===== src/rtl/adci_interface.sv =====
// adci_interface: SPI master for an 8-channel, 12-bit serial ADC (ADC128S022-class).
// Generates CSN/SCK/SDO from sys_clk, deserialises SDI and presents bits [11:4]
// of each conversion on DATA_READ with a one-cycle RX_DONE strobe.
// Optional build macro ADCI_CHAN_SCAN_EN: the address field scans 0..7 on
// successive frames and DATA_CH reports the channel each result belongs to.
module adci_interface #(
  parameter int unsigned SCK_HALF    = 2,
  parameter int unsigned STARTUP_CYC = 1024,
  parameter int unsigned GAP_CYC     = 4,
  parameter logic [2:0]  CHANNEL     = 3'd0
) (
  input  logic       sys_clk,
  input  logic       rst_n,
  input  logic       en,
  input  logic       SDI,
  output logic       CSN,
  output logic       SCK,
  output logic       SDO,
  output logic [7:0] DATA_READ,
`ifdef ADCI_CHAN_SCAN_EN
  output logic [2:0] DATA_CH,
`endif
  output logic       RX_DONE
);

  localparam int unsigned CMAX = (STARTUP_CYC > GAP_CYC) ? STARTUP_CYC : GAP_CYC;
  localparam int unsigned CW   = (CMAX > 1) ? $clog2(CMAX) : 1;
  localparam int unsigned HW   = (SCK_HALF > 1) ? $clog2(SCK_HALF) : 1;

  localparam logic [CW-1:0] SU_LAST  = CW'(STARTUP_CYC - 1);
  localparam logic [CW-1:0] GAP_LAST = CW'(GAP_CYC - 1);
  localparam logic [HW-1:0] H_LAST   = HW'(SCK_HALF - 1);

  typedef enum logic [2:0] {
    IDLE,
    STARTUP,
    SHIFT,
    CS_HOLD,
    GAP
  } state_t;

  state_t        state_q, state_d;
  logic [CW-1:0] cnt_q, cnt_d;
  logic [HW-1:0] hcnt_q, hcnt_d;
  logic [5:0]    phase_q, phase_d;
  logic [11:0]   rx_q;
  logic [2:0]    addr;
  logic [15:0]   ctrl_word;
  logic [5:0]    adv;
  logic [3:0]    bit_idx;
  logic          csn_d, sck_d, sdo_d;
  logic          sample_en, capture;

  // State and timing counters
  always_ff @(posedge sys_clk or negedge rst_n) begin
    if (!rst_n) begin
      state_q <= IDLE;
      cnt_q   <= '0;
      hcnt_q  <= '0;
      phase_q <= '0;
    end else begin
      state_q <= state_d;
      cnt_q   <= cnt_d;
      hcnt_q  <= hcnt_d;
      phase_q <= phase_d;
    end
  end

  // Next-state logic; phase counts SCK half-periods within a frame (0..32)
  always_comb begin
    state_d = state_q;
    cnt_d   = cnt_q;
    hcnt_d  = hcnt_q;
    phase_d = phase_q;
    case (state_q)
      IDLE: begin
        if (en) begin
          state_d = STARTUP;
          cnt_d   = '0;
        end
      end
      STARTUP: begin
        if (!en) begin
          state_d = IDLE;
          cnt_d   = '0;
        end else if (cnt_q == SU_LAST) begin
          state_d = SHIFT;
          hcnt_d  = '0;
          phase_d = '0;
        end else begin
          cnt_d = cnt_q + 1'b1;
        end
      end
      SHIFT: begin
        if (hcnt_q == H_LAST) begin
          hcnt_d  = '0;
          phase_d = phase_q + 6'd1;
          if (phase_q == 6'd31) begin
            state_d = CS_HOLD;
          end
        end else begin
          hcnt_d = hcnt_q + 1'b1;
        end
      end
      CS_HOLD: begin
        if (hcnt_q == H_LAST) begin
          state_d = GAP;
          cnt_d   = '0;
          hcnt_d  = '0;
        end else begin
          hcnt_d = hcnt_q + 1'b1;
        end
      end
      GAP: begin
        if (cnt_q == GAP_LAST) begin
          if (en) begin
            state_d = SHIFT;
            hcnt_d  = '0;
            phase_d = '0;
          end else begin
            state_d = IDLE;
            cnt_d   = '0;
          end
        end else begin
          cnt_d = cnt_q + 1'b1;
        end
      end
      default: begin
        state_d = IDLE;
        cnt_d   = '0;
      end
    endcase
  end

  assign ctrl_word = {2'b00, addr, 11'b0};

  // Pin values are decoded from the next state so the registered outputs line up
  // with the state. Bit 15 is held through the first SCK fall; each later fall
  // advances one bit, so every rising edge sees bits 15..0 in order.
  always_comb begin
    csn_d   = !((state_d == SHIFT) || (state_d == CS_HOLD));
    sck_d   = (state_d == SHIFT) ? ~phase_d[0] : 1'b1;
    adv     = (phase_d == 6'd0) ? 6'd0 : ((phase_d - 6'd1) >> 1);
    bit_idx = 4'd15 - adv[3:0];
    sdo_d   = csn_d ? 1'b0 : ctrl_word[bit_idx];
  end

  // SDI is taken on the edge that raises SCK; capture fires on the first GAP cycle
  assign sample_en = (state_q == SHIFT) && (hcnt_q == H_LAST) && phase_q[0];
  assign capture   = (state_q == GAP) && (cnt_q == '0);

  // Registered pins, receive shift register and result register
  always_ff @(posedge sys_clk or negedge rst_n) begin
    if (!rst_n) begin
      CSN       <= 1'b1;
      SCK       <= 1'b1;
      SDO       <= 1'b0;
      RX_DONE   <= 1'b0;
      DATA_READ <= '0;
      rx_q      <= '0;
    end else begin
      CSN     <= csn_d;
      SCK     <= sck_d;
      SDO     <= sdo_d;
      RX_DONE <= capture;
      // Only the last 12 bits are kept; the four leading zeros shift out the top
      if (sample_en) begin
        rx_q <= {rx_q[10:0], SDI};
      end
      if (capture) begin
        DATA_READ <= rx_q[11:4];
      end
    end
  end

`ifdef ADCI_CHAN_SCAN_EN
  logic [2:0] scan_q;
  logic [2:0] prev_ch_q;

  // Address scan: the ADC converts the address sent one frame earlier
  always_ff @(posedge sys_clk or negedge rst_n) begin
    if (!rst_n) begin
      scan_q    <= '0;
      prev_ch_q <= '0;
      DATA_CH   <= '0;
    end else if ((state_q != STARTUP) && (state_d == STARTUP)) begin
      scan_q <= '0;
    end else if (capture) begin
      DATA_CH   <= prev_ch_q;
      prev_ch_q <= scan_q;
      scan_q    <= scan_q + 3'd1;
    end
  end

  assign addr = scan_q;
`else
  assign addr = CHANNEL;
`endif

endmodule


===== config.mk =====
export PLATFORM = sky130hd
export DESIGN_NAME = adci_interface
export DESIGN_NICKNAME = d
export VERILOG_FILES = /design/src/rtl/adci_interface.sv
export SDC_FILE = /design/constraint.sdc
export NUM_CORES = 1
export LEC_CHECK = 0
export CELL_PAD_IN_SITES_DETAIL_PLACEMENT = 1
export CELL_PAD_IN_SITES_GLOBAL_PLACEMENT = 2
export CORE_AREA = 2 2 75 77
export DETAILED_ROUTE_END_ITERATION = 6
export DIE_AREA = 0 0 77 79
export PLACE_DENSITY_LB_ADDON = 0.08
export SYNTH_ARGS = -nofsm -noshare
export SYNTH_HDL_FRONTEND = slang
export SYNTH_SLANG_ARGS = --single-unit

===== constraint.sdc =====
create_clock -name sys_clk -period 5.71 [get_ports sys_clk]
set_clock_uncertainty 0.1 [all_clocks]
set_input_delay 1.142 -clock sys_clk [delete_from_list [all_inputs] [get_ports sys_clk]]
set_output_delay 1.142 -clock sys_clk [all_outputs]
set_load 0.005 [all_outputs]

# Yosys cells after proc, flatten, opt, wreduce, memory -nomap -nowiden
# Memories as Yosys holds them, arrays and structs flattened.
# Cells that the tools add are included.
# totals
in_bits	4
reg_bits	44
mem_count	1
output_inout_bits	12
latch_bits	0
mem_bits_rw	0
rom_bits	16
wordCells	80
# classes
eq_ne	17
bitwise_logic	2
shift	0
n_lt_le_gt_ge	1
mul	0
reduce_logical	12
add_sub_neg	5
n_mux	32
div	0
# memory_table
name	depth	width	rd	rd_clocked_by_memory_dff	wr	line_no	source
(name not given)	16	1	1	0	0	145	sdo_d = csn_d ? 1'b0 : ctrl_word[bit_idx];
# ops
cell	n
2-to-1 mux 10 bit	6
one-hot mux 10 bit (5 select lines)	1
2-to-1 mux 6 bit	5
2-to-1 mux 3 bit	7
one-hot mux 6 bit (3 select lines)	1
one-hot mux 3 bit (5 select lines)	1
== test 3 x 2 -> 1 bit, second input constant	4
!= test 2 bit, second input constant	6
adder 10 x 1 -> 10 bit, second input constant	1
== test 10 bit, second input constant	1
== test 10 x 2 -> 1 bit, second input constant	1
logical NOT 10 bit	1
AND reduction 5 bit	2
2-to-1 mux 1 bit	8
adder 6 x 1 -> 6 bit, second input constant	1
== test 6 x 5 -> 1 bit, second input constant	1
logical NOT 6 bit	1
!= test 3 bit, second input constant	2
less-than comparator 4 x 5 -> 1 bit, second input constant	1
subtractor 5 x 1 -> 5 bit, second input constant	1
2-to-1 mux 4 bit	1
subtractor 4 bit, first input constant	1
== test 3 x 1 -> 1 bit, second input constant	1
== test 3 bit, second input constant	1
10 further kinds	13

# Logic depth before layout (Yosys ltp)
# logic_depth
depth_word	10
depth_mapped	7
depth_no_buf	6

# Worst setup path after synthesis
# OpenSTA, ideal clock, no wires.
# synth_path
kind	input to register
start	input en
end	register cnt_q[2]
arrival_ns	2.156
path_slack_ns	3.375
cell_stages	6
path_cell_list	nand2_1 -> nor4_1 -> o21a_1 -> buf_2 -> o21ai_0 -> a21oi_1
# synth_via
elab_chain_len	2
word_cells_on_any_way	6
classes_between	3 x eq/ne; 2 x mux; 1 x reduce/logical
# synth_lines
item	line_no	source
from (decl)	14	input logic en,
!= test 3 bit (no line), or another cell as far along	-	
AND reduction 5 bit (no line) / one-hot mux 10 bit (5 select lines) (equally long branches)	-	
to (signal assigned)	63	cnt_q <= cnt_d;
to (decl)	43	logic [CW-1:0] cnt_q, cnt_d;
# Several ways; a longest one is shown, not always the timed one.
# A chain may end at the register's enable or synchronous reset.

# Final worst setup path
# Ends and elaborated chain as after synthesis.

==> reports/qor.csv <==
stage;metric;value;unit
worst_setup_path;arrival;3.15;ns
placement;hpwl;3.35;mm
synthesis;synth_ff_type;dfrtp_1;
grt;grt.total_usage;16.9;%
route;vias;1605;
power_and_ir_drop;power_density;236;nW/um2
grt;grt_max_degree;44;
cells_and_area;final_cell_area;2350;um2
synthesis;synth-edff-count;0;
power_and_ir_drop;power_leakage;1.04;nW
placement;post-place-cells;288;
worst_setup_path;path_class;in -> reg;
worst_setup_path;crit_required;5.82;ns
min_path;min_path_type;reg -> reg;
worst_setup_path;rrSetupSlack;3.15;ns
cells_and_area;diodes;0;
cts;numCtsBuffers;5;
synthesis;synth_cell_type_count;45;
synthesis;synth-async-reset-ratio;100;%
route;drtAntennaViolNets;0;
timing;layout_setup_ws;2.67;ns
timing;tns;0;ns
min_path;min_path_cells;2;
worst_setup_path;critPathMaxFanout;19;
floorplan;die_w;77;um
cts;worstSkewPairLatency;0.29;ns
power_and_ir_drop;max-vdd-ir-drop;0.0812;mV
floorplan;die_y;79;um
worst_setup_path;start_kind;input pin;
grt;first_global_vias;1647;
timing;hold_viol_final;0;
synthesis;synth.avg_cell_area;9.94;um2
synthesis;netlist_area;2070;um2
floorplan;die_area;6080;um2
timing;setup_viol;0;
cts;h-tree-depth;2;
min_path;hp-start;DATA_READ[4]$_DFFE_PN0P_;
cts;cts.sinks;43;
cells_and_area;area_growth;13.6;%
floorplan;row_count;27;
flow_run;cap_violations;0;
synthesis;seq_area_frac_synth;52.2;%
floorplan;ioPinCount;16;
timing;rsz0062_at_grt;false;
cts;cts_tree;yes;
placement;io_buffer_count;14;
placement;dp_slack;2.37;ns
grt;antenna_found_initial;0;
timing;maxSlewHeadroom;35.9;%
power_and_ir_drop;finalPower;0.553;mW
cells_and_area;drive_above_1_share;13.8;%
route;drcViolationCount;0;
worst_setup_path;crit_path_end_kind;register;
outcome;status;completed;
timing;tightest_slew;0.961;ns
cts;cts_max_path_buffers;2;
route;routed_wl;4.62;mm
floorplan;core_area;5340;um2
cts;root_buffer;clkbuf_8;
timing;drv_slew;0;
route;viasPerCell;5.42;
worst_setup_path;reg2reg_to;cnt_q[2]$_DFFE_PN0P_;
placement;placed_area;2260;um2
cells_and_area;nets;230;
cts;cts_resized;0;
grt;grt_pass1_wl;8.05;mm
cells_and_area;instances_no_fill;296;
cells_and_area;filler_cell_count;650;
route;dr.first_iter.drc_count;48;
worst_setup_path;r2r_cells;6;
timing;max_freq;329;MHz
synthesis;ys_ff_latch;43;
route;wl_per_cell;15.6;um
cts;hold_buffers;0;
min_path;min_to;DATA_READ[4]$_DFFE_PN0P_;
synthesis;syn-instance-count;208;
grt;grt_overflow;0;
synthesis;synth_warnings;0;
floorplan;start_util;38.7;%
placement;gp_congestion;0.876;
timing;period_share;53.2;%
cts;cts_setup_buffers;0;
synthesis;synth_nets;215;
timing;period_minus_slack;3.04;ns
cts;cts.clk_slew.worst_paths;0.08;ns
route;first_pass_iters;4;
worst_setup_path;rr_startpoint;cnt_q[0]$_DFFE_PN0P_;
==> flip-flops by register name, indices dropped and copies added, names as in the netlist <==
signal / cells
state_q: 3
RX_DONE: 1
phase_q: 6
hcnt_q: 1
rx_q: 12
SCK: 1
CSN: 1
cnt_q: 10
DATA_READ: 8
==> cells in the final DEF (no fill, tap or decap), drive strengths merged, types with 2 or more instances in the layout <==
cell type      instances
a21oi                 11
or4                    7
nand3b                 2
nor2                  10
ha                     3
clkdlybuf4s50         13
nand2                 43
or3                    5
nand4                  4
nand3                  7
dfrtp                 41
o21ai                 16
dfstp                  2
inv                    7
nor4                   3
mux2                  14
clkbuf                 6
o31ai                  3
nor3                   3
==> cells in the mapped netlist (2+ instances only) <==
master / n / area share (%)
a21oi_1: 11 / 2.7
buf_2: 2 / 0.48
clkbuf_1: 3 / 0.54
dfrtp_1: 41 / 50
dfstp_2: 2 / 2.5
ha_1: 3 / 1.8
inv_1: 7 / 1.3
mux2_2: 13 / 7.1
nand2_1: 43 / 7.8
nand3_1: 7 / 1.7
nand3b_1: 2 / 0.73
nand4_1: 4 / 1.2
nor2_1: 10 / 1.8
nor3_1: 3 / 0.73
nor4_1: 2 / 0.61
o21ai_0: 14 / 3.4
o21ai_1: 2 / 0.48
o31ai_1: 3 / 1.1
or3_1: 5 / 1.5
or4_1: 4 / 1.5
or4_4: 3 / 1.6
==> critical path, stage by stage <==
cell and delay [ns]:
clkdlybuf4s50_1 0.59, nand2_1 0.11, nor4_1 0.39, o21a_1 0.55, o21ai_0 0.19, a21oi_1 0.18
==> where the power goes <==
group          internal, mW  switching, mW  total [mW]
logic                0.0147         0.0229      0.0376
registers             0.314         0.0138       0.327
clock network        0.0855          0.103       0.188
==> metal layers <==
metal / wire length, um / global-route usage [%]
met5: 0 / 0
met4: 70 / 5.89
met3: 131 / 3.18
met2: 2230 / 29.3
met1: 2190 / 21.2
==> worst max path at each step <==
stage	cells after the start	to	from	slack [ns]
after floorplan	6	cnt_q[2]$_DFFE_PN0P_	en	3.37
after global placement	6	cnt_q[1]$_DFFE_PN0P_	en	2.59
after detailed placement	6	cnt_q[3]$_DFFE_PN0P_	en	2.37
after CTS	6	cnt_q[3]$_DFFE_PN0P_	en	2.70
after global routing	6	cnt_q[3]$_DFFE_PN0P_	en	2.52
final	6	cnt_q[2]$_DFFE_PN0P_	en	2.67
==> metrics by stage <==
stage          utilization (%)  hold slack (ns)
5_1_grt                   44.0            0.399
3_5_place_dp              42.4            0.356
4_1_cts                   44.0            0.374
3_3_place_gp              42.4            0.348
6_report                  44.0            0.369
2_1_floorplan                -            0.340
==> cells by family after synthesis <==
group / count (synthesis) / synth area share [%]
simple gates: 92 / 22.8
mux: 15 / 8.29
flops: 43 / 52.2
other cells: 1 / 0.181
compound gates: 40 / 11.7
buf+inv: 13 / 2.66
xor+xnor: 1 / 0.424
fa+ha+maj: 3 / 1.82
==> area by class of cell <==
type / count / area [um2] / share of cell area (%)
Timing Repair Buffer: 14 / 135 / 5.75
Inverter: 7 / 26.3 / 1.12
Clock buffer: 6 / 72.6 / 3.09
Tap cell: 72 / 90.1 / 3.84
Multi-Input combinational cell: 152 / 933 / 39.7
Sequential cell: 43 / 1080 / 45.9
Clock inverter: 2 / 12.5 / 0.533
(Power assumes the default switching activity.)
